`config.mk`:
```
export PLATFORM = sky130hd
export DESIGN_NAME = voice_mixer_flat
export DESIGN_NICKNAME = d
export VERILOG_FILES = /design/src/rtl/mixer_pkg.sv /design/src/rtl/voice_mixer_if.sv /design/src/rtl/voice_mixer_sample_fifo.sv /design/src/rtl/voice_mixer.sv /design/src/flat_wrapper.sv
export SDC_FILE = /design/constraint.sdc
export NUM_CORES = 1
export LEC_CHECK = 0
export CORE_ASPECT_RATIO = 0.75
export CORE_UTILIZATION = 59
export DETAILED_ROUTE_END_ITERATION = 10
export GPL_TIMING_DRIVEN = 0
export HOLD_SLACK_MARGIN = 0.12
export PLACE_DENSITY = 0.78
export SETUP_SLACK_MARGIN = 0.2
export SLEW_MARGIN = 40
export SYNTH_ARGS = -nofsm -noshare
export SYNTH_HDL_FRONTEND = slang
export SYNTH_SLANG_ARGS = --single-unit
```
`constraint.sdc`:
```
create_clock -name i_Clock -period 21.1 [get_ports i_Clock]
set_clock_uncertainty 0.2 [all_clocks]
set_input_delay 3.165 -clock i_Clock [delete_from_list [all_inputs] [get_ports i_Clock]]
set_output_delay 3.165 -clock i_Clock [all_outputs]
set_load 0.01 [all_outputs]
```
`src/rtl/mixer_pkg.sv`:
```
// Shared constants and helpers for the voice mixer: register map, unity gain
// and width-parameterised saturation.
package mixer_pkg;

    localparam logic [7:0] MIXER_GAIN_BASE = 8'h00;
    localparam logic [7:0] MIXER_SHIFT     = 8'h40;
    localparam logic [7:0] MIXER_CLEAR     = 8'h41;

    function automatic int unsigned unity_gain(input int unsigned gain_width);
        return 32'd1 << (gain_width - 1);
    endfunction

    // Clamp a sign-extended value to the signed range of `width` bits.
    function automatic logic signed [63:0] saturate(input logic signed [63:0] value,
                                                    input int unsigned width);
        logic signed [63:0] hi;
        logic signed [63:0] lo;
        hi = (64'sd1 <<< (width - 1)) - 64'sd1;
        lo = -(64'sd1 <<< (width - 1));
        if (value > hi) begin
            return hi;
        end
        if (value < lo) begin
            return lo;
        end
        return value;
    endfunction

endpackage

```
`src/rtl/voice_mixer_if.sv`:
```
// Bundles the core subsample stream, the config write bus and the sample
// output handshake of the voice mixer.
interface voice_mixer_if #(
    parameter int NUM_VOICES      = 16,
    parameter int SUBSAMPLE_WIDTH = 16,
    parameter int SAMPLE_WIDTH    = 16
);
    localparam int VOICE_WIDTH = (NUM_VOICES > 1) ? $clog2(NUM_VOICES) : 1;

    logic signed [SUBSAMPLE_WIDTH-1:0] subsample;
    logic                              subsample_valid;
    logic [VOICE_WIDTH-1:0]            subsample_voice;
    logic                              subsample_last;
    logic                              reg_write_enable;
    logic [7:0]                        reg_address;
    logic [15:0]                       reg_value;
    logic signed [SAMPLE_WIDTH-1:0]    sample;
    logic                              sample_valid;
    logic                              sample_ready;
    logic                              clipped;
    logic                              overrun;

    modport master (
        output subsample, subsample_valid, subsample_voice, subsample_last,
        output reg_write_enable, reg_address, reg_value, sample_ready,
        input  sample, sample_valid, clipped, overrun
    );

    modport slave (
        input  subsample, subsample_valid, subsample_voice, subsample_last,
        input  reg_write_enable, reg_address, reg_value, sample_ready,
        output sample, sample_valid, clipped, overrun
    );

endinterface

```
`src/rtl/voice_mixer_sample_fifo.sv`:
```
// Small synchronous FIFO with a registered head; callers present only
// qualified push/pop requests.
module sample_fifo #(
    parameter int WIDTH = 16,
    parameter int DEPTH = 4
) (
    input  logic                     i_Clock,
    input  logic                     i_Reset,
    input  logic                     push,
    input  logic [WIDTH-1:0]         push_data,
    input  logic                     pop,
    output logic [WIDTH-1:0]         head,
    output logic                     full,
    output logic                     empty,
    output logic [$clog2(DEPTH):0]   count
);
    localparam int PTR_WIDTH   = $clog2(DEPTH);
    localparam int COUNT_WIDTH = PTR_WIDTH + 1;

    logic [WIDTH-1:0]       mem [DEPTH];
    logic [PTR_WIDTH-1:0]   rd_ptr;
    logic [PTR_WIDTH-1:0]   wr_ptr;
    logic [PTR_WIDTH-1:0]   rd_next;
    logic [COUNT_WIDTH-1:0] count_next;
    logic [WIDTH-1:0]       head_next;

    assign full  = (count == COUNT_WIDTH'(DEPTH));
    assign empty = (count == '0);

    // The head register tracks whichever element will be at the front after
    // this edge; a push into an empty (or emptying) FIFO bypasses the array.
    always_comb begin
        rd_next    = rd_ptr + PTR_WIDTH'(pop);
        count_next = count + COUNT_WIDTH'(push) - COUNT_WIDTH'(pop);
        head_next  = head;
        if (count_next != '0) begin
            if (push && (count == '0 || (pop && count == COUNT_WIDTH'(1)))) begin
                head_next = push_data;
            end else begin
                head_next = mem[rd_next];
            end
        end
    end

    always_ff @(posedge i_Clock) begin
        if (push) begin
            mem[wr_ptr] <= push_data;
        end
    end

    always_ff @(posedge i_Clock) begin
        if (i_Reset) begin
            rd_ptr <= '0;
            wr_ptr <= '0;
            count  <= '0;
            head   <= '0;
        end else begin
            rd_ptr <= rd_next;
            wr_ptr <= wr_ptr + PTR_WIDTH'(push);
            count  <= count_next;
            head   <= head_next;
        end
    end

endmodule

```
`src/rtl/voice_mixer.sv`:
```
// Per-voice gain, frame accumulation, master shift and saturation of core
// subsamples into one output sample per frame, queued for the DAC side.
module voice_mixer
    import mixer_pkg::*;
#(
    parameter int NUM_VOICES      = 16,
    parameter int SUBSAMPLE_WIDTH = 16,
    parameter int SAMPLE_WIDTH    = 16,
    parameter int GAIN_WIDTH      = 8,
    parameter int FIFO_DEPTH      = 4
) (
    input logic        i_Clock,
    input logic        i_Reset,
    voice_mixer_if.slave bus
);
    localparam int VOICE_WIDTH = (NUM_VOICES > 1) ? $clog2(NUM_VOICES) : 1;
    localparam int P_WIDTH     = SUBSAMPLE_WIDTH + 1;
    localparam int PROD_WIDTH  = SUBSAMPLE_WIDTH + GAIN_WIDTH + 1;
    localparam int ACC_WIDTH   = SUBSAMPLE_WIDTH + 1 + $clog2(NUM_VOICES);
    localparam logic [GAIN_WIDTH-1:0] GAIN_UNITY  = GAIN_WIDTH'(unity_gain(GAIN_WIDTH));
    localparam logic [3:0]            SHIFT_RESET = 4'($clog2(NUM_VOICES));

    logic [GAIN_WIDTH-1:0]          gain [NUM_VOICES];
    logic [3:0]                     master_shift;
    logic [GAIN_WIDTH-1:0]          voice_gain;
    logic [7:0]                     gain_offset;
    logic signed [PROD_WIDTH-1:0]   product;
    logic signed [PROD_WIDTH-1:0]   product_scaled;
    logic signed [P_WIDTH-1:0]      p_q;
    logic                           p_valid_q;
    logic                           p_last_q;
    logic signed [ACC_WIDTH-1:0]    acc_q;
    logic signed [ACC_WIDTH-1:0]    acc_sum;
    logic signed [ACC_WIDTH-1:0]    acc_shifted;
    logic signed [63:0]             sat_wide;
    logic signed [SAMPLE_WIDTH-1:0] sample_sat;
    logic                           frame_done;
    logic                           clip_event;
    logic                           overrun_event;
    logic                           clear_clip;
    logic                           clear_overrun;
    logic                           fifo_push;
    logic                           fifo_pop;
    logic                           fifo_full;
    logic                           fifo_empty;
    logic [SAMPLE_WIDTH-1:0]        fifo_head;
    logic [$clog2(FIFO_DEPTH):0]    fifo_count;
    logic                           clipped_q;
    logic                           overrun_q;

    // Out-of-range voice indices mix at gain 0.
    always_comb begin
        voice_gain = '0;
        if (int'(bus.subsample_voice) < NUM_VOICES) begin
            voice_gain = gain[bus.subsample_voice];
        end
    end

    assign product        = PROD_WIDTH'(bus.subsample) * PROD_WIDTH'($signed({1'b0, voice_gain}));
    assign product_scaled = product >>> (GAIN_WIDTH - 1);

    assign acc_sum     = acc_q + ACC_WIDTH'(p_q);
    assign acc_shifted = acc_sum >>> master_shift;
    assign sat_wide    = saturate(64'(acc_shifted), SAMPLE_WIDTH);
    assign sample_sat  = sat_wide[SAMPLE_WIDTH-1:0];

    assign frame_done    = p_valid_q && p_last_q;
    assign clip_event    = frame_done && (sat_wide != 64'(acc_shifted));
    assign fifo_pop      = bus.sample_ready && !fifo_empty;
    assign fifo_push     = frame_done && (!fifo_full || fifo_pop);
    assign overrun_event = frame_done && !fifo_push;

    assign gain_offset   = bus.reg_address - MIXER_GAIN_BASE;
    assign clear_clip    = bus.reg_write_enable && (bus.reg_address == MIXER_CLEAR) && bus.reg_value[0];
    assign clear_overrun = bus.reg_write_enable && (bus.reg_address == MIXER_CLEAR) && bus.reg_value[1];

    always_ff @(posedge i_Clock) begin
        if (i_Reset) begin
            for (int v = 0; v < NUM_VOICES; v++) begin
                gain[v] <= GAIN_UNITY;
            end
            master_shift <= SHIFT_RESET;
            p_q          <= '0;
            p_valid_q    <= 1'b0;
            p_last_q     <= 1'b0;
            acc_q        <= '0;
            clipped_q    <= 1'b0;
            overrun_q    <= 1'b0;
        end else begin
            p_valid_q <= bus.subsample_valid;
            if (bus.subsample_valid) begin
                p_q      <= product_scaled[P_WIDTH-1:0];
                p_last_q <= bus.subsample_last;
            end
            if (p_valid_q) begin
                acc_q <= p_last_q ? '0 : acc_sum;
            end
            if (bus.reg_write_enable) begin
                if (gain_offset < 8'(NUM_VOICES)) begin
                    gain[gain_offset[VOICE_WIDTH-1:0]] <= bus.reg_value[GAIN_WIDTH-1:0];
                end else if (bus.reg_address == MIXER_SHIFT) begin
                    master_shift <= bus.reg_value[3:0];
                end
            end
            // A new event in the same cycle as a clear leaves the flag set.
            clipped_q <= (clipped_q && !clear_clip) || clip_event;
            overrun_q <= (overrun_q && !clear_overrun) || overrun_event;
        end
    end

    sample_fifo #(
        .WIDTH (SAMPLE_WIDTH),
        .DEPTH (FIFO_DEPTH)
    ) u_fifo (
        .i_Clock   (i_Clock),
        .i_Reset   (i_Reset),
        .push      (fifo_push),
        .push_data (sample_sat),
        .pop       (fifo_pop),
        .head      (fifo_head),
        .full      (fifo_full),
        .empty     (fifo_empty),
        .count     (fifo_count)
    );

    assign bus.sample       = fifo_head;
    assign bus.sample_valid = !fifo_empty;
    assign bus.clipped      = clipped_q;
    assign bus.overrun      = overrun_q;

    logic unused_bits;
    assign unused_bits = ^{fifo_count, product_scaled[PROD_WIDTH-1:P_WIDTH],
                           sat_wide[63:SAMPLE_WIDTH], bus.reg_value[15:GAIN_WIDTH]};

endmodule

```
`src/flat_wrapper.sv`:
```
// flat-port wrapper written by rule: the top's interface ports become plain ports
module voice_mixer_flat import mixer_pkg::*;
#(
    parameter int NUM_VOICES      = 16,
    parameter int SUBSAMPLE_WIDTH = 16,
    parameter int SAMPLE_WIDTH    = 16,
    parameter int GAIN_WIDTH      = 8,
    parameter int FIFO_DEPTH      = 4
)
  (i_Clock, i_Reset, bus_subsample, bus_subsample_valid, bus_subsample_voice, bus_subsample_last, bus_reg_write_enable, bus_reg_address, bus_reg_value, bus_sample_ready, bus_sample, bus_sample_valid, bus_clipped, bus_overrun);
  voice_mixer_if #(.NUM_VOICES(NUM_VOICES), .SUBSAMPLE_WIDTH(SUBSAMPLE_WIDTH), .SAMPLE_WIDTH(SAMPLE_WIDTH)) bus_i ();
  input logic i_Clock;
  input logic i_Reset;
  input wire logic [$bits(bus_i.subsample)-1:0] bus_subsample;
  input wire logic [$bits(bus_i.subsample_valid)-1:0] bus_subsample_valid;
  input wire logic [$bits(bus_i.subsample_voice)-1:0] bus_subsample_voice;
  input wire logic [$bits(bus_i.subsample_last)-1:0] bus_subsample_last;
  input wire logic [$bits(bus_i.reg_write_enable)-1:0] bus_reg_write_enable;
  input wire logic [$bits(bus_i.reg_address)-1:0] bus_reg_address;
  input wire logic [$bits(bus_i.reg_value)-1:0] bus_reg_value;
  input wire logic [$bits(bus_i.sample_ready)-1:0] bus_sample_ready;
  output wire logic [$bits(bus_i.sample)-1:0] bus_sample;
  output wire logic [$bits(bus_i.sample_valid)-1:0] bus_sample_valid;
  output wire logic [$bits(bus_i.clipped)-1:0] bus_clipped;
  output wire logic [$bits(bus_i.overrun)-1:0] bus_overrun;
  assign bus_i.subsample = bus_subsample;
  assign bus_i.subsample_valid = bus_subsample_valid;
  assign bus_i.subsample_voice = bus_subsample_voice;
  assign bus_i.subsample_last = bus_subsample_last;
  assign bus_i.reg_write_enable = bus_reg_write_enable;
  assign bus_i.reg_address = bus_reg_address;
  assign bus_i.reg_value = bus_reg_value;
  assign bus_i.sample_ready = bus_sample_ready;
  assign bus_sample = bus_i.sample;
  assign bus_sample_valid = bus_i.sample_valid;
  assign bus_clipped = bus_i.clipped;
  assign bus_overrun = bus_i.overrun;
  voice_mixer #(.NUM_VOICES(NUM_VOICES), .SUBSAMPLE_WIDTH(SUBSAMPLE_WIDTH), .SAMPLE_WIDTH(SAMPLE_WIDTH), .GAIN_WIDTH(GAIN_WIDTH), .FIFO_DEPTH(FIFO_DEPTH)) u_core (.i_Clock(i_Clock), .i_Reset(i_Reset), .bus(bus_i));
endmodule
```
== Word-level counts from Yosys, hierarchy flattened ==
Memories as Yosys holds them, arrays and structs flattened.
Index checks and enable logic that the tools add are counted.
Storage, ports and cells
  bits in registers: 69
  bits in writable memories: 192
  bits of input ports: 50
  output and inout bits: 19
  logic and storage cells: 74
  memories: 2
Memories
  u_core.gain: depth 16, width 8, rd ports 1, clocked after Yosys merged registers in 0, write ports 16, line voice_mixer.sv:23  | logic [GAIN_WIDTH-1:0] gain [NUM_VOICES];
  u_core.u_fifo.mem: depth 4, width 16, rd ports 1, clocked after Yosys merged registers in 0, write ports 1, line voice_mixer_sample_fifo.sv:20  | logic [WIDTH-1:0] mem [DEPTH];
Operators by class
  add/subtract/negate cells: 5
  multipliers: 1
  $lt $le $gt $ge: 3
  eq/ne operators: 5
  shift operators: 1
  multiplexer cells: 20
  bitwise logic cells: 1
  reduce and logical (&&, ||, !) cells: 25
Operator list (count)
  2-to-1 mux 64 bit: 4
  inequality test 64 x 21 -> 1 bit: 1
  multiplier 16 x 9 -> 24 bit: 1
  adder 21 x 17 -> 21 bit: 1
  greater-than comparator 21 x 16 -> 1 bit, second input constant: 1
  less-than comparator 21 x 16 -> 1 bit, second input constant: 1
  2-to-1 mux 21 bit: 1
  >>> shifter 21 x 4 -> 21 bit: 1
  == test 8 x 7 -> 1 bit, second input constant: 2
  2-to-1 mux 16 bit: 1
  logical AND 1 bit: 12
  2-to-1 mux 1 bit: 12
  less-than comparator 8 x 5 -> 1 bit, second input constant: 1
  2-to-1 mux 8 bit: 1
  OR reduction 8 bit: 1
  logical NOT 1 bit: 5
  adder 2 x 1 -> 2 bit: 2
  logical OR 1 bit: 4
  2-to-1 mux 4 bit: 1
  adder 3 x 1 -> 3 bit: 1
  == test 3 x 1 -> 1 bit, second input constant: 1
  == test 3 bit, second input constant: 1
  logical NOT 3 bit: 1
  AND reduction 3 bit: 1
  other kinds (3): 3

== Logic depth before layout (Yosys ltp) ==
Gate-level depths: netlist of run 1.
  word-level depth: 10
  gate-level depth with buffers: 27
  mapped depth without buffers: 23

== By module ==
From an unflattened synthesis of run 1, not the netlist that was laid out.
Second synthesis, totals
  cells, all modules: 1660
  area total of the unflattened synthesis: 18096.1 sq um
By module, submodules not included
  voice_mixer: times used 1, cells an instance 1452, area each 14582.7 sq um, sequential area each 4764.6 sq um
  sample_fifo: times used 1, cells an instance 208, area each 3513.4 sq um, sequential area each 2382.3 sq um

== Worst setup path before layout of run 1 ==
No wires, ideal clock.
  path type: input to register
  start point: input bus_subsample_voice[0]
  end point: register u_core.p_q[16]
  library setup time: 0.133 ns
  arrival time: 9.408 ns
  required time: 20.767 ns
  path slack: 11.359 ns
  stages on the path: 23
  path buffers: 3
  cells stage by stage: buf_6 buf_1 mux4_2 mux4_2 clkbuf_1 and2_1 fa_1 fa_1 inv_1 fa_1 inv_1 fa_1 ha_1 or2_2 a2111oi_0 o21bai_1 o311ai_4 o221ai_2 a21oi_2 o21ai_1 or2_1 and4bb_1 a2111oi_2
Between the ends
  cells in the longest elaborated chain, start to end: 2
Ends and longest elaborated chain
  from (decl): line flat_wrapper.sv:16  | input wire logic [$bits(bus_i.subsample_voice)-1:0] bus_subsample_voice;
  memory read (16 x 8 bit)
  multiplier 16 x 9 -> 24 bit: line voice_mixer.sv:59  | assign product = PROD_WIDTH'(bus.subsample) * PROD_WIDTH'($signed({1'b0, voice_gain}));
  to (signal assigned): line voice_mixer.sv:92  | p_q <= product_scaled[P_WIDTH-1:0];
  to (decl): line voice_mixer.sv:29  | logic signed [P_WIDTH-1:0] p_q;
No other way between the ends.
A chain may end at the register's enable or synchronous reset.

== Worst setup path in the final report of run 1 ==
  start point: input bus_subsample_voice[1]
  end point: register u_core.p_q[16]
The elaborated chain is that of the path after synthesis.

==> results of run 1 <==
==> where the power goes <==
part           total, mW  switching (mW)  internal [mW]  leakage, nW
clock              0.533           0.217          0.316        0.484
sequential         0.672          0.0306          0.641         2.37
combinational       1.50           0.871          0.629         5.27
==> metal layers <==
metal	up-vias	track usage, %
li1	6145	-
met1	6768	45.59
met2	676	48.02
met3	82	5.447
met4	0	7.640
met5	-	0
==> sequential cells by signal (all words and copies together), names as in the netlist <==
register              cells
u_core.bus.clipped        1
u_core.acc_q             21
u_core.p_last_q           1
u_core.u_fifo.wr_ptr      2
u_core.master_shift       4
u_core.u_fifo.count       3
u_core.gain             128
u_core.p_q               17
u_core.p_valid_q          1
u_core.u_fifo.rd_ptr      2
u_core.u_fifo.head       16
u_core.bus.overrun        1
u_core.u_fifo.mem        64
==> final cells by class <==
cell class | instances | area, µm² | share of cell area [%]
inverters | 152 | 570.5 | 2.806
diodes | 1 | 2.502 | 0.01231
repair buffers | 61 | 593.1 | 2.917
well taps | 399 | 499.2 | 2.455
flip-flops and latches | 261 | 7147 | 35.15
clock buffers | 28 | 689.4 | 3.391
clock inverters | 22 | 311.5 | 1.532
multi-input cells | 1192 | 10180 | 50.06
plain buffers | 84 | 341.6 | 1.680
==> metrics by stage <==
step,power [mW],util (%),instances,hold WS [ns]
finish,2.705,67.31,2200,0.3002
global route,2.907,67.30,2199,0.3257
CTS,2.698,67.20,2199,0.3000
detailed placement,2.157,63.88,2149,0.2894
global placement,2.107,63.70,2145,0.2853
floorplan,1.775,-,1689,0.2498
==> Yosys cell counts, types with 5 or more instances <==
cell	instances	area, µm²
and2_1	193	1207
edfxtp_1	192	5766
inv_1	150	563.0
nand2_1	136	510.5
nor2_1	123	461.7
fa_1	101	2022
dfxtp_1	69	1381
ha_1	68	850.8
clkbuf_1	64	240.2
mux4_2	60	1351
a21oi_1	55	275.3
nor2b_1	36	225.2
o21ai_0	26	130.1
or2_2	23	143.9
mux2i_1	21	210.2
xnor2_1	19	166.4
o21ai_1	18	90.09
or3_1	18	112.6
a21o_1	17	127.6
nor3_1	17	85.08
a311oi_1	16	140.1
nand2b_1	16	100.1
a211oi_1	13	97.59
buf_2	12	60.06
nand3_1	12	60.06
o31ai_1	12	90.09
o211ai_1	11	82.58
and3_1	10	62.56
nand4_1	10	62.56
xor2_1	9	78.83
mux2_2	8	90.09
nor3b_1	8	60.06
o21a_1	8	60.06
buf_1	7	26.28
o211a_1	6	60.06
or2_1	6	37.54
a22oi_1	5	37.54
a2bb2oi_1	5	43.79
o22ai_1	5	31.28
==> critical path, stage by stage <==
cell	delay [ns]
buf_2	0.17
buf_1	0.61
clkbuf_1	0.67
mux4_2	0.48
mux4_2	0.63
clkbuf_1	0.29
and2_1	0.25
fa_1	0.46
fa_1	0.55
inv_1	0.05
fa_1	0.46
fa_1	0.50
inv_1	0.04
ha_1	0.21
or2_2	0.30
a2111oi_0	0.53
o21bai_1	0.18
o311ai_4	0.11
o221ai_2	0.17
a21oi_2	0.24
o21ai_1	0.12
or2_1	0.27
and4bb_1	0.31
a2111oi_2	0.05
==> kinds of logic after synthesis <==
logic type	count (synthesis)	share of synthesized area (%)
fa+ha+maj	169	15.81
flops	261	39.32
simple gates	635	18.44
xor+xnor	28	1.349
buf+inv	236	4.998
compound gates	269	10.87
mux	91	9.211
==> path summary, 6_finish.rpt <==
check | start | endpoint | cells after the start
max | bus_subsample_voice[1] | u_core.p_q[16] | 24
min | u_core.u_fifo.head[14] | u_core.u_fifo.head[14] | 2
max reg2reg | u_core.gain[15][4] | u_core.p_q[16] | 21
min reg2reg | u_core.u_fifo.head[14] | u_core.u_fifo.head[14] | 2
==> impl_results.md, run 1 <==
* Number of synthesized register bits at 261
* Final worst path period share at approximately half
* Yosys warns at 0
* Area delta synth->final at 11.88%
* Post-synthesis cell type count at 90
* Most common cell after layout, fill and taps aside: and2_1
* Crit path max fanout at 10
* CP Launch Type: input port
* Synthesized Nets at around 1.9k
* Netlist Area Pre-Place at approximately 18000 µm²
* Asr flop ratio synth at 0%
* FMAX at approximately 0.094 GHz
* WS Path Type: input port to flop
* DIE AREA at approximately 32000 µm²
* Req. time, crit path at 21.32 ns
* Detailed Place HPWL at 35380 µm
* Worst Max-Slew Pin Slew at 0.9022 ns
* Average size of a mapped cell at roughly 11 µm²
* EDFF count, synth at between 150 and 200
* Status: completed
* Post-CTS Resized at 0
* Sequential area share after synthesis at approximately two fifths
* Max-slew violations at 0
* Die width at just over 200 µm
* Die Y at about 150 µm
* Most frequent cells in the layout: 193 x and2_1, 192 x edfxtp_1, 150 x inv_1
* Flop2flop setup slack at ~14 ns
* Placed Area at slightly below 20000 µm²
* RSZ-0062 raised after global routing: no
* Final hold vios at 0
* CTS Buffer Depth at 3
* First-pass GRT wire length at roughly 75000 µm
* Initial drt markers at 1273
* Initial Util at 60.16%
* Post-Layout Inst Area at 20330 µm²
* Root cell of the clock tree: clkbuf_16
* Clock slew at reported path FFs at about 0.070 ns
* Top FF cell, synth: edfxtp_1
* Clk_lat worst skew at between 0.5 and 0.6 ns
* Worst setup margin at 10.51 ns
* Total number of vias at between 10k and 15k
* Share of layout cells above drive strength 1 at between 10% and 20%
* Min-delay worst type: flop to flop
* Highest routed layer: met4
* Power per cell area at between 100 and 150 nW/µm²
* Endpoints failing setup at 0
* Pleak at around 8 nW
* Std cell rows at 55
* Worst slack, placed at approximately 10 ns
* Largest net degree at the start of global routing at 17
* IO Count at just under 70
* Setup TNS Final at 0 ns
* Number of global-route vias before repair at approximately 14k
* Initial antenna violation count at 1
* CTS Sinks at 261
* Crit. End Element: flop
* Post-CTS Hold Fix Bufs at 0
* Total GRT Usage at between 30% and 40%
* CP arrival at 10.81 ns
* Met2 routed wirelength at around 21000 µm
* Fin crit period at about 11 ns
* Number of nets in the layout at 1998
* GRT overflow at 0
* Antenna viol nets, final at 0
* Relative slew margins at about two fifths
* Per-cell routed wire length at about 22 µm
* Drc violations at 0
* Clock buffer count from CTS at 27
* CTS HTree Levels at 1
* GPL Wtd Cong at 0.9626
* Syn Inst Count at approximately 1.7k
* DRT Pass-1 Iters at 6
* Fillers at 2305
* CTS tree: built
* Max-cap violations at 0
* # port buffers at 57
* Worst VDD drop at 0.0001076 V
* Routed met1 length at between 20000 and 25000 µm
* Core area at 30210 µm²
* Met3 WL at ~4500 µm
* Vias per cell at approximately 6.2
* Postcts setup bufs at 0
* Drt total wl at 47580 µm
Note: power is estimated with default switching activity, not from simulation.
==> inputs of run 2 (changes only) <==
==> constraint.sdc (replaced) <==
create_clock -name i_Clock -period 11.03 [get_ports i_Clock]
set_clock_uncertainty 0.2 [all_clocks]
set_input_delay 1.6545 -clock i_Clock [delete_from_list [all_inputs] [get_ports i_Clock]]
set_output_delay 1.6545 -clock i_Clock [all_outputs]
set_load 0.01 [all_outputs]
==> results of run 2 <==
Same layout as run 1 (identical final DEF). Status: completed.
Main changes from that run: setup slack after placement 10.00 ns -> 1.445 ns; setup slack after layout 10.51 ns -> 1.950 ns; register-to-register setup slack 14.04 ns -> 3.97 ns; total power 2.705 mW -> 5.175 mW; worst IR drop on VDD 0.0001076 V -> 0.0002058 V
==> inputs of run 3 (changes only) <==
==> constraint.sdc (replaced) <==
create_clock -name i_Clock -period 9.5 [get_ports i_Clock]
set_clock_uncertainty 0.2 [all_clocks]
set_input_delay 1.425 -clock i_Clock [delete_from_list [all_inputs] [get_ports i_Clock]]
set_output_delay 1.425 -clock i_Clock [all_outputs]
set_load 0.01 [all_outputs]
==> results of run 3 <==
Same layout as run 1 (identical final DEF). Status: completed.
Main changes from that run: setup slack after placement 10.00 ns -> 0.1446 ns; setup slack after layout 10.51 ns -> 0.6500 ns; register-to-register setup slack 14.04 ns -> 2.44 ns; total power 2.705 mW -> 6.008 mW; worst IR drop on VDD 0.0001076 V -> 0.0002390 V
